## config.mk

```make
export PLATFORM = sky130hd
export DESIGN_NAME = pipeline_hazard_ctrl
export DESIGN_NICKNAME = d
export VERILOG_FILES = /design/src/rtl/pipeline_hazard_ctrl.sv
export SDC_FILE = /design/constraint.sdc
export NUM_CORES = 1
export LEC_CHECK = 0
export CORE_MARGIN = 4
export CORE_UTILIZATION = 40
export DETAILED_ROUTE_END_ITERATION = 8
export GPL_TIMING_DRIVEN = 1
export PLACE_DENSITY = 0.66
export SLEW_MARGIN = 5
export SYNTH_ARGS = -nofsm -noshare
export SYNTH_HDL_FRONTEND = slang
export SYNTH_SLANG_ARGS = --single-unit
```

## constraint.sdc

```tcl
create_clock -name clk -period 5.35 [get_ports clk]
set_input_delay 1.07 -clock clk [delete_from_list [all_inputs] [get_ports clk]]
set_output_delay 1.07 -clock clk [all_outputs]
set_load 0.02 [all_outputs]
```

## src/rtl/pipeline_hazard_ctrl.sv

```systemverilog
// Stall/flush scheduler for the 5-stage RV32I pipeline: resolves memory waits,
// redirects and load-use hazards into per-stage enables and flushes.
module pipeline_hazard_ctrl #(
   parameter int unsigned MEM_TIMEOUT = 200,
   parameter int unsigned TO_W        = 8,
   parameter int unsigned CNT_W       = 32
) (
   input  logic             clk,
   input  logic             rst_n,
   input  logic [4:0]       id_rs1,
   input  logic [4:0]       id_rs2,
   input  logic             id_use_rs1,
   input  logic             id_use_rs2,
   input  logic [4:0]       ex_rd,
   input  logic             ex_regwrite_en,
   input  logic [1:0]       ex_wb_src,
   input  logic             ex_redirect,
   input  logic             mem_req,
   input  logic             mem_ready,
   input  logic             clr_cnt,
   output logic             pc_en,
   output logic             if_id_en,
   output logic             id_ex_en,
   output logic             ex_mem_en,
   output logic             mem_wb_en,
   output logic             if_id_flush,
   output logic             id_ex_flush,
   output logic             mem_wb_flush,
   output logic             mem_timeout_err,
   output logic [CNT_W-1:0] stall_cnt,
   output logic [CNT_W-1:0] flush_cnt
);

   typedef enum logic [1:0] {
      INIT     = 2'd0,
      RUN      = 2'd1,
      MEM_WAIT = 2'd2,
      ERROR    = 2'd3
   } state_e;

   localparam logic [TO_W-1:0]  TimeoutVal = TO_W'(MEM_TIMEOUT);
   localparam logic [CNT_W-1:0] CntMax     = {CNT_W{1'b1}};

   state_e            state_q, state_d;
   logic [TO_W-1:0]   waitCnt_q, waitCnt_d;
   logic [CNT_W-1:0]  stallCnt_q, stallCnt_d;
   logic [CNT_W-1:0]  flushCnt_q, flushCnt_d;

   logic memStall;
   logic loadUse;
   logic active;
   logic pcEn, ifIdEn, idExEn, exMemEn, memWbEn;
   logic ifIdFlush, idExFlush, memWbFlush, timeoutErr;
   logic redirectTaken;

   assign memStall = mem_req & ~mem_ready;
   assign loadUse  = ex_regwrite_en & (ex_wb_src == 2'b01) & (ex_rd != 5'd0) &
                     ((id_use_rs1 & (id_rs1 == ex_rd)) |
                      (id_use_rs2 & (id_rs2 == ex_rd)));
   assign active   = (state_q == RUN) || (state_q == MEM_WAIT);

   always_ff @(posedge clk or negedge rst_n) begin
      if (!rst_n) begin
         state_q    <= INIT;
         waitCnt_q  <= '0;
         stallCnt_q <= '0;
         flushCnt_q <= '0;
      end else begin
         state_q    <= state_d;
         waitCnt_q  <= waitCnt_d;
         stallCnt_q <= stallCnt_d;
         flushCnt_q <= flushCnt_d;
      end
   end

   // waitCnt counts consecutive not-ready cycles, including the one that left RUN
   always_comb begin
      state_d   = state_q;
      waitCnt_d = waitCnt_q;
      unique case (state_q)
         INIT: begin
            state_d   = RUN;
            waitCnt_d = '0;
         end
         RUN: begin
            if (memStall) begin
               state_d   = MEM_WAIT;
               waitCnt_d = TO_W'(1);
            end
         end
         MEM_WAIT: begin
            if (memStall) begin
               if (waitCnt_q == TimeoutVal) begin
                  state_d = ERROR;
               end else begin
                  waitCnt_d = waitCnt_q + TO_W'(1);
               end
            end else begin
               state_d   = RUN;
               waitCnt_d = '0;
            end
         end
         ERROR: begin
            state_d = ERROR;
         end
         default: begin
            state_d   = INIT;
            waitCnt_d = '0;
         end
      endcase
   end

   // RUN and MEM_WAIT share a single priority decode: mem wait, redirect, load-use
   always_comb begin
      pcEn          = 1'b0;
      ifIdEn        = 1'b0;
      idExEn        = 1'b0;
      exMemEn       = 1'b0;
      memWbEn       = 1'b0;
      ifIdFlush     = 1'b0;
      idExFlush     = 1'b0;
      memWbFlush    = 1'b0;
      timeoutErr    = 1'b0;
      redirectTaken = 1'b0;
      unique case (state_q)
         INIT: begin
            ifIdEn     = 1'b1;
            idExEn     = 1'b1;
            exMemEn    = 1'b1;
            memWbEn    = 1'b1;
            ifIdFlush  = 1'b1;
            idExFlush  = 1'b1;
            memWbFlush = 1'b1;
         end
         RUN, MEM_WAIT: begin
            if (memStall) begin
               memWbEn    = 1'b1;
               memWbFlush = 1'b1;
            end else if (ex_redirect) begin
               pcEn          = 1'b1;
               ifIdEn        = 1'b1;
               idExEn        = 1'b1;
               exMemEn       = 1'b1;
               memWbEn       = 1'b1;
               ifIdFlush     = 1'b1;
               idExFlush     = 1'b1;
               redirectTaken = 1'b1;
            end else if (loadUse) begin
               idExEn    = 1'b1;
               idExFlush = 1'b1;
               exMemEn   = 1'b1;
               memWbEn   = 1'b1;
            end else begin
               pcEn    = 1'b1;
               ifIdEn  = 1'b1;
               idExEn  = 1'b1;
               exMemEn = 1'b1;
               memWbEn = 1'b1;
            end
         end
         ERROR: begin
            timeoutErr = 1'b1;
         end
         default: begin
            timeoutErr = 1'b0;
         end
      endcase
   end

   // Counters saturate; a clear wins over an increment but is ignored once in ERROR
   always_comb begin
      stallCnt_d = stallCnt_q;
      flushCnt_d = flushCnt_q;
      if (state_q != ERROR) begin
         if (clr_cnt) begin
            stallCnt_d = '0;
            flushCnt_d = '0;
         end else begin
            if (active && !pcEn && (stallCnt_q != CntMax)) begin
               stallCnt_d = stallCnt_q + CNT_W'(1);
            end
            if (redirectTaken && (flushCnt_q != CntMax)) begin
               flushCnt_d = flushCnt_q + CNT_W'(1);
            end
         end
      end
   end

   // State is INIT throughout reset, so the control outputs are forced low here
   assign pc_en           = pcEn & rst_n;
   assign if_id_en        = ifIdEn & rst_n;
   assign id_ex_en        = idExEn & rst_n;
   assign ex_mem_en       = exMemEn & rst_n;
   assign mem_wb_en       = memWbEn & rst_n;
   assign if_id_flush     = ifIdFlush & rst_n;
   assign id_ex_flush     = idExFlush & rst_n;
   assign mem_wb_flush    = memWbFlush & rst_n;
   assign mem_timeout_err = timeoutErr & rst_n;
   assign stall_cnt       = stallCnt_q;
   assign flush_cnt       = flushCnt_q;

endmodule

```

==> metrics.txt <==
Max Buffers Root-to-Sink=2; Internal=1.379 mW; synthesis-stage register bit count=74; Initial DRC Count=352; via total after detailed routing=5015; Die X=119.9 um; die height=119.9 um; most frequent cells in the layout=clkdlybuf4s50_1, dfrtp_1, nand2_1; Sw Pwr=884.1 uW; Peak VDD IR=0.1968 mV; Vias/cell=5.852; CP Launch Type=input pin; Min Clock Period, post-route=4.377 ns; vias in the first global route=4880; leakage power=2.501 nW; maximum level of the CTS H-tree=3; Worst Path Class, Setup=in2out; Fmax=0.2285 GHz; fin crit share=81.81%; Post-Synthesis Cells=601; Req. time, crit path=4.28 ns; asr flop ratio synth=100.0%; synthesis warning total=0; Area Growth Syn to Fin=28.18%; Worst Setup End Kind=output pin; pin count of the biggest net entering global routing=47; gr usage total=19.82%; placed wire-length estimate=9816 um; GRT overflow=0; post-route ant nets=0; commonest non-fill, non-tap cell in the layout=clkdlybuf4s50_1; relative slew slack=43.04%; Post-route DRC=0; Seq/Total Area, Yosys=36.97%; Max Cap Viol=0; Layout Nets=719; Slew @ Worst Pin=0.8465 ns; Pre-antenna DRT Iters=5; DRT Wirelength=14050 um; setup_tns=0 ns; status=finished, final reports clean; Sequential Power Share=33.5%; Pwr Density=352.6 nW/um^2; Initial Util=41.35%; syn avg cell area=8.334 um^2; Register Area=1852 um^2; total power=2.263 mW; final core occ=53.01%; CTS clk-pin slew, worst paths=0.06 ns; Unique masters post-synth=61; Synth Cell Area=5009 um^2; Slew Viols, Final=0; multi-input logic area=2954 um^2; placed cell area=6091 um^2; clock share of power=29.8%; clk root buf=clkbuf_16; reg2reg start=stall_cnt[6]; Post-CTS Setup Bufs=0; Setup Viol. Count Final=0; first-pass GRT wire length=23790 um; HP Class=reg2reg; unrepaired setup endpoints after global routing=false; CTS Buf Count=9; Final Hold Viols=0; CTS tree=done; IO Pins=99; WL/cell=16.39 um; Main synth FF type=dfrtp_1; cts hold-fix bufs=0; largest fanout on the critical path=4; Comb power frac=36.7%; dpl ws=0.9651 ns; core box area=12110 um^2; Filler Cells Inserted=1152; full die area=14380 um^2; Setup WS post-layout=0.9730 ns; Worst-Skew Late Latency=0.34 ns; number of synthesized flops with an enable pin=0; Port Buf Inserts=98; CTS sink count=74; initial antenna violation count=0; hold wc startpoint=waitCnt_q[6]; clk_skew=0.006924 ns; post-synth net total=636; crit path launch=ex_rd[1]; gpl congestion=0.8316; diode count=0; row count=40; critical path arrival=3.31 ns; Sw Ratio=39.06%; Design Area, Final=6420 um^2; fraction of layout cells with a size suffix above 1=6.241%; Post-CTS Resized=0
-- registers in the layout, indices dropped and copies added, names as in the netlist --
register and cells:
flush_cnt 32, stall_cnt 32, waitCnt_q 8, state_q 2
-- cell type report --
type                       count  share of cell area, %
tap                          168                  3.274
clock inverter                 6                  1.403
inverter                      15                 0.8770
timing repair buffer         104                  15.86
clock buffer                  10                  3.722
multi-input combinational    480                  46.01
sequential                    74                  28.84
-- cell usage after synthesis, drive strengths merged, types with 13 or more instances --
master	instances	share of area (%)
nor2b	24	3.0
nand2	52	3.9
nand4	30	3.9
a21oi	17	1.7
a22oi	13	1.9
o211ai	15	2.2
clkbuf	25	1.9
nand3	48	5.1
dfrtp	74	37
nor3	21	2.2
inv	15	1.1
xor2	16	2.8
nor2	45	3.4
and3	20	2.5
o21ai	44	4.4
-- metal layers --
layer	GRT usage [%]	vias to the layer above	wire length, um
met4	6.371	0	179
li1	-	2414	-
met2	32.67	150	6716
met5	0	-	0
met3	3.629	16	794
met1	26.37	2435	6356
-- final timing paths --
check | to | slack [ns] | cells after the start
worst min-delay path | waitCnt_q[6] | 0.50 | 1
min in group asynchronous | flush_cnt[23] | 0.70 | 1
max in group asynchronous | flush_cnt[2] | 3.73 | 2
worst max register to register | stall_cnt[12] | 2.47 | 6
worst min register to register | waitCnt_q[6] | 0.50 | 1
worst max-delay path | if_id_en | 0.97 | 8
-- cell families (layout without fill, tap and decap cells) --
logic type,after synthesis,count (layout),share of synthesized area [%]
muxes,5,5,1.024
xor gates and xnor gates,28,28,4.896
buffers and inverters,47,135,4.047
and+or+nand+nor,307,307,33.82
DFF,74,74,36.97
AOI/OAI and AO/OA,131,131,16.99
adders and majority gates,9,9,2.248
-- per-stage QoR --
stage	cells	hold slack, ns
2_1_floorplan	601	0.4487
3_3_place_gp	841	0.4844
3_5_place_dp	841	0.4867
4_1_cts	857	0.4985
5_1_grt	857	0.5263
6_report	857	0.4954
-- worst max-delay path: stages --
cell and delay [ns]:
clkdlybuf4s50_1 0.46, or4_1 0.53, nor2_1 0.15, nor3_1 0.12, nand2_1 0.08, o211ai_1 0.10, a21oi_1 0.18, clkdlybuf4s50_1 0.62
-- power by group through the flow --
stage	logic, mW	registers (mW)	clock network [mW]
after global routing	0.907	0.776	0.708
after floorplan	0.474	0.791	0
after global placement	0.815	0.762	0
final	0.830	0.759	0.674
after detailed placement	0.829	0.764	0
after CTS	0.833	0.755	0.685
Power figures use the tool's default switching activity.
